<file path="config.mk">
export PLATFORM = sky130hd
export DESIGN_NAME = seq_hit_counter_flat
export DESIGN_NICKNAME = d
export VERILOG_FILES = /design/src/rtl/seq_hit_counter_pkg.sv /design/src/rtl/seq_hit_counter_if.sv /design/src/rtl/seq_hit_counter_win_timer.sv /design/src/rtl/seq_hit_counter.sv /design/src/flat_wrapper.sv
export SDC_FILE = /design/constraint.sdc
export NUM_CORES = 1
export LEC_CHECK = 0
export ABC_AREA = 1
export BUFFER_PORTS_ARGS = -buffer_cell sky130_fd_sc_hd__clkbuf_2
export CORE_ASPECT_RATIO = 2
export CORE_MARGIN = 4
export CORE_UTILIZATION = 35
export CTS_CLUSTER_DIAMETER = 60
export DETAILED_ROUTE_END_ITERATION = 12
export GPL_TIMING_DRIVEN = 0
export SLEW_MARGIN = 20
export SYNTH_ARGS = -nofsm -noshare
export SYNTH_HDL_FRONTEND = slang
export SYNTH_SLANG_ARGS = --single-unit
</file>
<file path="constraint.sdc">
create_clock -name clk -period 3.7 [get_ports clk]
set_clock_uncertainty 0.1 [all_clocks]
set_input_delay 0.185 -clock clk [delete_from_list [all_inputs] [get_ports clk]]
set_output_delay 0.185 -clock clk [all_outputs]
set_load 0.01 [all_outputs]
</file>
<file path="src/rtl/seq_hit_counter_pkg.sv">
// Shared types and defaults for the windowed hit counter.
// The report FSM state encoding and default CW/WIN live here.
package seq_hit_counter_pkg;

  typedef enum logic {
    RPT_EMPTY = 1'b0,
    RPT_FULL  = 1'b1
  } rpt_state_e;

  localparam int DEF_CW  = 8;
  localparam int DEF_WIN = 16;

endpackage

</file>
<file path="src/rtl/seq_hit_counter_if.sv">
// Report handshake bundle: the counter drives count/sat/valid and the consumer drives ready.
interface seq_hit_counter_if
  import seq_hit_counter_pkg::*;
#(
  parameter int CW = DEF_CW
);

  logic [CW-1:0] cnt_out;
  logic          cnt_sat;
  logic          cnt_valid;
  logic          cnt_ready;

  modport master (output cnt_out, cnt_sat, cnt_valid, input cnt_ready);
  modport slave  (input cnt_out, cnt_sat, cnt_valid, output cnt_ready);

endinterface

</file>
<file path="src/rtl/seq_hit_counter_win_timer.sv">
// Free-running window timer: wcnt counts 0..WIN-1 and win_end marks the last cycle.
module seq_win_timer
  import seq_hit_counter_pkg::*;
#(
  parameter int WIN = DEF_WIN
)
(
  input  logic clk,
  input  logic rst_n,
  input  logic clr,
  output logic win_end
);

  localparam int             WW   = $clog2(WIN);
  localparam logic [WW-1:0]  LAST = WW'(WIN - 1);

  logic [WW-1:0] wcnt;

  always_ff @(posedge clk or negedge rst_n) begin
    if (!rst_n) begin
      wcnt <= '0;
    end else if (clr) begin
      wcnt <= '0;
    end else if (wcnt == LAST) begin
      wcnt <= '0;
    end else begin
      wcnt <= wcnt + WW'(1);
    end
  end

  assign win_end = (wcnt == LAST);

endmodule

</file>
<file path="src/rtl/seq_hit_counter.sv">
// Counts detector hits per WIN-cycle window and reports each window over valid/ready.
// Define SEQ_HIT_EDGE_EN to count only rising edges of hit (a run of hits counts once).
module seq_hit_counter
  import seq_hit_counter_pkg::*;
#(
  parameter int CW  = DEF_CW,
  parameter int WIN = DEF_WIN
)
(
  input  logic              clk,
  input  logic              rst_n,
  input  logic              hit,
  input  logic              clr,
  output logic              ovf,
  seq_hit_counter_if.master rpt
);

  logic          win_end;
  logic          inc;
  logic          blocked;
  logic          sat_acc;
  logic          accept;
  logic [CW-1:0] acc;
  logic [CW-1:0] acc_next;
  rpt_state_e    state;

  function automatic logic [CW-1:0] sat_inc(input logic [CW-1:0] a, input logic b);
    return (b && (a != {CW{1'b1}})) ? a + CW'(1) : a;
  endfunction

  seq_win_timer #(.WIN(WIN)) u_timer (
    .clk     (clk),
    .rst_n   (rst_n),
    .clr     (clr),
    .win_end (win_end)
  );

`ifdef SEQ_HIT_EDGE_EN
  logic hit_d;

  always_ff @(posedge clk or negedge rst_n) begin
    if (!rst_n) begin
      hit_d <= 1'b0;
    end else if (clr) begin
      hit_d <= 1'b0;
    end else begin
      hit_d <= hit;
    end
  end

  assign inc = hit & ~hit_d;
`else
  assign inc = hit;
`endif

  assign blocked  = inc & (acc == {CW{1'b1}});
  assign acc_next = sat_inc(acc, inc);
  assign accept   = rpt.cnt_valid & rpt.cnt_ready;

  // The window-end cycle's hit is folded into the report, and the next window starts empty.
  always_ff @(posedge clk or negedge rst_n) begin
    if (!rst_n) begin
      acc     <= '0;
      sat_acc <= 1'b0;
    end else if (clr || win_end) begin
      acc     <= '0;
      sat_acc <= 1'b0;
    end else begin
      acc     <= acc_next;
      sat_acc <= sat_acc | blocked;
    end
  end

  always_ff @(posedge clk or negedge rst_n) begin
    if (!rst_n) begin
      state         <= RPT_EMPTY;
      rpt.cnt_out   <= '0;
      rpt.cnt_sat   <= 1'b0;
      rpt.cnt_valid <= 1'b0;
      ovf           <= 1'b0;
    end else if (clr) begin
      state         <= RPT_EMPTY;
      rpt.cnt_out   <= '0;
      rpt.cnt_sat   <= 1'b0;
      rpt.cnt_valid <= 1'b0;
      ovf           <= 1'b0;
    end else begin
      case (state)
        RPT_EMPTY: begin
          if (win_end) begin
            state         <= RPT_FULL;
            rpt.cnt_out   <= acc_next;
            rpt.cnt_sat   <= sat_acc | blocked;
            rpt.cnt_valid <= 1'b1;
          end
        end
        RPT_FULL: begin
          // An unaccepted report is never overwritten; the newer one is the one lost.
          if (win_end && accept) begin
            rpt.cnt_out <= acc_next;
            rpt.cnt_sat <= sat_acc | blocked;
          end else if (win_end) begin
            ovf <= 1'b1;
          end else if (accept) begin
            state         <= RPT_EMPTY;
            rpt.cnt_valid <= 1'b0;
          end
        end
        default: begin
          state         <= RPT_EMPTY;
          rpt.cnt_valid <= 1'b0;
        end
      endcase
    end
  end

endmodule
</file>
<file path="src/flat_wrapper.sv">
// flat-port wrapper written by rule: the top's interface ports become plain ports
module seq_hit_counter_flat import seq_hit_counter_pkg::*;
#(
  parameter int CW  = DEF_CW,
  parameter int WIN = DEF_WIN
)
  (clk, rst_n, hit, clr, ovf, rpt_cnt_out, rpt_cnt_sat, rpt_cnt_valid, rpt_cnt_ready);
  seq_hit_counter_if #(.CW(CW)) rpt_i ();
  input  logic clk;
  input  logic rst_n;
  input  logic hit;
  input  logic clr;
  output logic ovf;
  output wire logic [$bits(rpt_i.cnt_out)-1:0] rpt_cnt_out;
  output wire logic [$bits(rpt_i.cnt_sat)-1:0] rpt_cnt_sat;
  output wire logic [$bits(rpt_i.cnt_valid)-1:0] rpt_cnt_valid;
  input wire logic [$bits(rpt_i.cnt_ready)-1:0] rpt_cnt_ready;
  assign rpt_cnt_out = rpt_i.cnt_out;
  assign rpt_cnt_sat = rpt_i.cnt_sat;
  assign rpt_cnt_valid = rpt_i.cnt_valid;
  assign rpt_i.cnt_ready = rpt_cnt_ready;
  seq_hit_counter #(.CW(CW), .WIN(WIN)) u_core (.clk(clk), .rst_n(rst_n), .hit(hit), .clr(clr), .ovf(ovf), .rpt(rpt_i));
endmodule
</file>
Word-level counts from Yosys, hierarchy flattened

Index checks and enable logic that the tools add are counted.
W data, S select, Z words.

Add/subtract/negate cells: 2
Multipliers: 0
Divide/modulo/power cells: 0
$lt $le $gt $ge: 0
Equality and inequality tests: 9
Shift-type cells: 0
Mux-type cells: 28
Bitwise operators: 4
Reductions and logical operators: 8

Operator list:

| cell                  | count |
|---|---|
| $mux W8               | 5 |
| $mux W1               | 17 |
| $pmux W8 S2           | 1 |
| $ne A3 B3 Y1 const B  | 3 |
| $add A8 B1 Y8 const B | 1 |
| $eq A8 B8 Y1 const B  | 1 |
| $mux W4               | 2 |
| $ne A8 B8 Y1 const B  | 1 |
| $ne A3 B2 Y1 const B  | 2 |
| $pmux W1 S2           | 3 |
| $add A4 B1 Y4 const B | 1 |
| $eq A4 B4 Y1 const B  | 1 |
| $reduce_and A4 Y1     | 1 |
| $reduce_bool A2 Y1    | 2 |
| $reduce_and A3 Y1     | 1 |
| $and A1 B1 Y1         | 2 |
| $logic_and A1 B1 Y1   | 2 |
| $ne A2 B2 Y1 const B  | 1 |
| $reduce_and A2 Y1     | 1 |
| $logic_or A1 B1 Y1    | 1 |
| $not A1 Y1            | 1 |
| $or A1 B1 Y1          | 1 |

Register bits after elaboration: 25
Latch bits: 0
RAM bits: 0
ROM bits: 0
Input bits: 5
Output and inout port bits: 11
Word-level logic and storage cells: 59
Memories: 0

Logic depth before layout (Yosys ltp)

Depth after elaboration: 6
Mapped depth: 9

Modules after synthesis

From an unflattened synthesis, not the netlist that was laid out.

Cell total of the unflattened synthesis: 158
Area, all modules: 1233.7 µm²

Modules (own cells, without submodules):

| module          | instances | cells an instance | area an instance (µm²) |
|---|---|---|---|
| seq_hit_counter | 1         | 136               | 1044.8 |
| seq_win_timer   | 1         | 22                | 188.9 |

Worst setup path before layout

No wires, ideal clock.

Path type: reg-to-reg
Start point: register u_core.u_timer.wcnt[0]
End point: register u_core.u_timer.wcnt[3]
Setup time: 0.077 ns
Arrival time: 1.182 ns
Slack: 2.340 ns
Cell stages (with the launch flop): 10
Period minus slack after synthesis: 1.360 ns
Cells stage by stage: dfrtp_1 -> ha_1 -> nand2_1 -> inv_1 -> nand2_1 -> nand2_1 -> buf_2 -> inv_1 -> o21ai_0 -> a21oi_1

Word-level cells in the longest chain between the ends: 3
Elaborated cells on any way between the ends: 4
Those cells by class: add/sub: 1; eq/ne: 1; mux: 2

Ends and longest elaborated chain:

| element                                       | line                                                             | RTL |
|---|---|---|
| start: declaration                            | seq_hit_counter_win_timer.sv:17                                  | `logic [WW-1:0] wcnt;` |
| start signal: assignment                      | seq_hit_counter_win_timer.sv:27                                  | `wcnt <= wcnt + WW'(1);` |
| $add A4 B1 Y4 or $eq A4 B4 Y1 (tied branches) | seq_hit_counter_win_timer.sv:27, seq_hit_counter_win_timer.sv:24 |  |
| $mux W4 *                                     | seq_hit_counter_win_timer.sv:24                                  | `end else if (wcnt == LAST) begin` |
| $mux W4 *                                     | seq_hit_counter_win_timer.sv:22                                  | `end else if (clr) begin` |

Mark *: on every way between the ends. The rest lies on a longest branch, timed or not.
A chain may end at the register's enable or synchronous reset.

Worst setup path after layout

Start point: register u_core.u_timer.wcnt[0]
End point: register u_core.rpt.cnt_out[0]

Word-level cells in the longest chain between the ends: 4
Elaborated cells on any way between the ends: 5
Those cells by class: eq/ne: 3; reduce/logical: 2

Ends and longest elaborated chain:

| element                       | line                            | RTL |
|---|---|---|
| $eq A4 B4 Y1 *                | seq_hit_counter_win_timer.sv:31 | `assign win_end = (wcnt == LAST);` |
| $logic_and A1 B1 Y1           | seq_hit_counter.sv:99           | `if (win_end && accept) begin` |
| $ne A3 B3 Y1 (no line)        | --                              |  |
| $reduce_and A2 Y1 (no line) * | --                              |  |
| end signal: assignment        | seq_hit_counter.sv:92           | `rpt.cnt_out <= acc_next;` |
| end signal: assignment        | seq_hit_counter.sv:100          | `rpt.cnt_out <= acc_next;` |
| end: declaration              | seq_hit_counter_if.sv:13        | `modport master (output cnt_out, cnt_sat, cnt_valid, input cnt_ready);` |

Marked as above.

==> summary.txt <==
Run status
  – Status: finished, final reports clean

Timing
  – Final hold violation count: 0
  – Max Clock Freq: 0.613 GHz
  – Worst-Margin Slew: 617 ps
  – Worst rel slew slack: 58.8%
  – Slew Limit Fails: 0
  – RSZ-0062 raised after global routing: no
  – Setup ws final: around 2100 ps
  – Minimum clock period: between 1500 and 2000 ps
  – TNS Setup: 0 ps
  – Final setup violation count: 0
  – Fin crit share: ~44%

Clock tree
  – CTS Buf Count: 3
  – Clock Path Buffers: 2
  – Root Driver: clkbuf_8
  – CTS H-Tree Depth: 1
  – CTS tree: yes
  – CTS clock-pin slew for the worst setup and hold paths: approximately 90 ps
  – Clock Sinks: 25
  – Clock latency on the worst-skew pair: about 270 ps

Setup path
  – CP Max Fanout: 9
  – Worst setup EP type: flip-flop
  – WP data arrival: around 1700 ps
  – Critical Path Source Type: flip-flop
  – Critical path type: flip-flop to flip-flop
  – WP data required: about 3800 ps
  – FF-to-FF path depth: 7

Power and ir drop
  – Power Density: between 300 and 400 nW/um^2
  – Leak pwr: around 0.79 nW
  – Tot Pwr: between 0.0004 and 0.0005 W
  – VDD IR max: ~0.24 mV

Global routing
  – GR Overflow Total: 0
  – Aggregate global-route resource usage: between 10% and 20%
  – Largest net degree at the start of global routing: 26
  – First-pass GRT wire length: 4570 um
  – Initial antenna violation count: 0
  – Vias in the first global route: 1055

Job
  – Max cap viols: 0

Detailed routing
  – Vias per cell: approximately 5.0
  – ANT nets after route: 0
  – DRT Pass-1 Iters: 4
  – Routed WL per cell: about 13 um
  – Routed wire length: between 2000 and 3000 um
  – Vias: ~1000
  – Residual DRC: 0
  – First DRT Iteration DRCs: 20

Synth
  – Yosys warnings: 0
  – Ys flop type: dfrtp_1
  – Netlist Area Pre-Place: between 1000 and 1500 um^2
  – Cell taking the most area after synthesis: dfrtp_1
  – FF+latch count, synth: 25
  – Count leader, synth: nand2_1
  – Post-synth top area share: between 50% and 60%
  – Mean Syn Cell Area: 7.75 um^2
  – Synth cell types: 17
  – Sequential area share after synthesis: between 50% and 60%
  – Top post-synthesis cells by area: dfrtp_1, nand2_1, nand3_1
  – Commonest cells post-synth: nand2_1, dfrtp_1, inv_1, nand3_1, nor2_1
  – Cells after Synth: 157
  – Post-synth EDFFs: 0
  – Synthesized net count: approximately 160
  – Ys async rst share: 100%

Cells and area
  – Fillcell total: 334
  – Final Instance Area: approximately 1400 um^2
  – Layout cells sized above 1: around 15%
  – Antenna cells: 0
  – Layout Utilization: ~41%
  – Area grow syn2layout: 14.5%
  – Layout Nets: between 150 and 200

Place
  – Post-placement cell area: roughly 1300 um^2
  – Placer Congestion: 0.834
  – Port Buffers: 14
  – Post-DP HPWL: ~2000 um
  – Dpl ws: about 2100 ps

Floorplanning
  – Ports: 16
  – Core area: approximately 3400 um^2
  – # rows: 30
  – Initial Util: 36.0%
  – Die Area: 4540 um^2
  – Die Width: around 50 um
  – Die Height: about 90 um

Min path
  – Hold Crit Depth: 4
  – Hold/Removal Path Class: input port to flip-flop
==> cell families after synthesis <==
family / Yosys count / share of synthesized area, %
AO/OA/AOI/OAI: 7 / 3.08
AND/OR/NAND/NOR: 99 / 34.7
flip-flops: 25 / 51.4
adder cells (fa/ha/maj): 2 / 2.06
buffers and inverters: 24 / 8.74
==> per-layer routing <==
| layer | routed length, um | vias to the layer above | global-route usage [%] |
|---|---|---|---|
| met1 | 1040 | 495 | 12.7 |
| li1 | - | 527 | - |
| met3 | 66 | 4 | 1.81 |
| met2 | 1450 | 16 | 24.8 |
| met4 | 59 | 0 | 7.62 |
| met5 | 0 | - | 0 |
==> final timing paths <==
| path | startpoint | endpoint | slack (ps) |
|---|---|---|---|
| worst max register to register | u_core.u_timer.wcnt[0] | u_core.rpt.cnt_out[0] | 2070 |
| min in group asynchronous | rst_n | u_core.ovf | 360 |
| max in group asynchronous | rst_n | u_core.acc[1] | 2750 |
| worst max-delay path | u_core.u_timer.wcnt[0] | u_core.rpt.cnt_out[0] | 2070 |
| worst min register to register | u_core.u_timer.wcnt[0] | u_core.u_timer.wcnt[0] | 370 |
| worst min-delay path | hit | u_core.acc[0] | 150 |
==> through the flow <==
stage / std cells / hold slack, ps
2_1_floorplan: 157 / -211
3_3_place_gp: 203 / 128
3_5_place_dp: 203 / 138
4_1_cts: 209 / 148
5_1_grt: 209 / 167
6_report: 209 / 154
==> cell usage in the layout (no fill, tap or decap), drive strengths merged <==
cell type / count
nand3b: 1
dlygate4sd3: 2
nand4: 3
a21oi: 4
inv: 21
o211ai: 1
clkinv: 1
nand2: 58
o21ai: 2
ha: 2
nor2: 17
nor3: 2
dfrtp: 25
clkbuf: 17
nand3: 18
buf: 3
==> power by group <==
| group | internal (W) | total, W | switching (W) |
|---|---|---|---|
| Clock | 0.0000754 | 0.000163 | 0.0000875 |
| Sequential | 0.000278 | 0.000281 | 0.00000375 |
| Combinational | 0.00000991 | 0.0000293 | 0.0000194 |
==> final cells by class <==
class	instances	area, um^2	area share, %
Buffer	3	27.5	1.97
Clock buffer	3	41.3	2.96
Clock inverter	1	5.00	0.359
Inverter	21	78.8	5.66
Multi-Input combinational cell	108	485	34.8
Sequential cell	25	626	44.9
Tap cell	32	40.0	2.87
Timing Repair Buffer	16	90.1	6.46
==> flip-flops by register name, indices dropped and copies added, names as in the netlist <==
signal / count
u_core.rpt.cnt_valid: 1
u_core.state: 1
u_core.rpt.cnt_out: 8
u_core.u_timer.wcnt: 4
u_core.ovf: 1
u_core.rpt.cnt_sat: 1
u_core.sat_acc: 1
u_core.acc: 8
==> critical path, stage by stage (launching register included) <==
cell and delay (ps):
dfrtp_1 380, ha_1 180, nand2_1 70, inv_1 90, nand3_1 110, nor2_2 390
nand3_1 170, nand2_1 90
==> repair_timing <==
item	in CTS	in global routing
buffers inserted	0	0
hold endpoints to repair	27	0
hold buffers	2	0
resized for setup	0	0
Power figures use the tool's default switching activity.
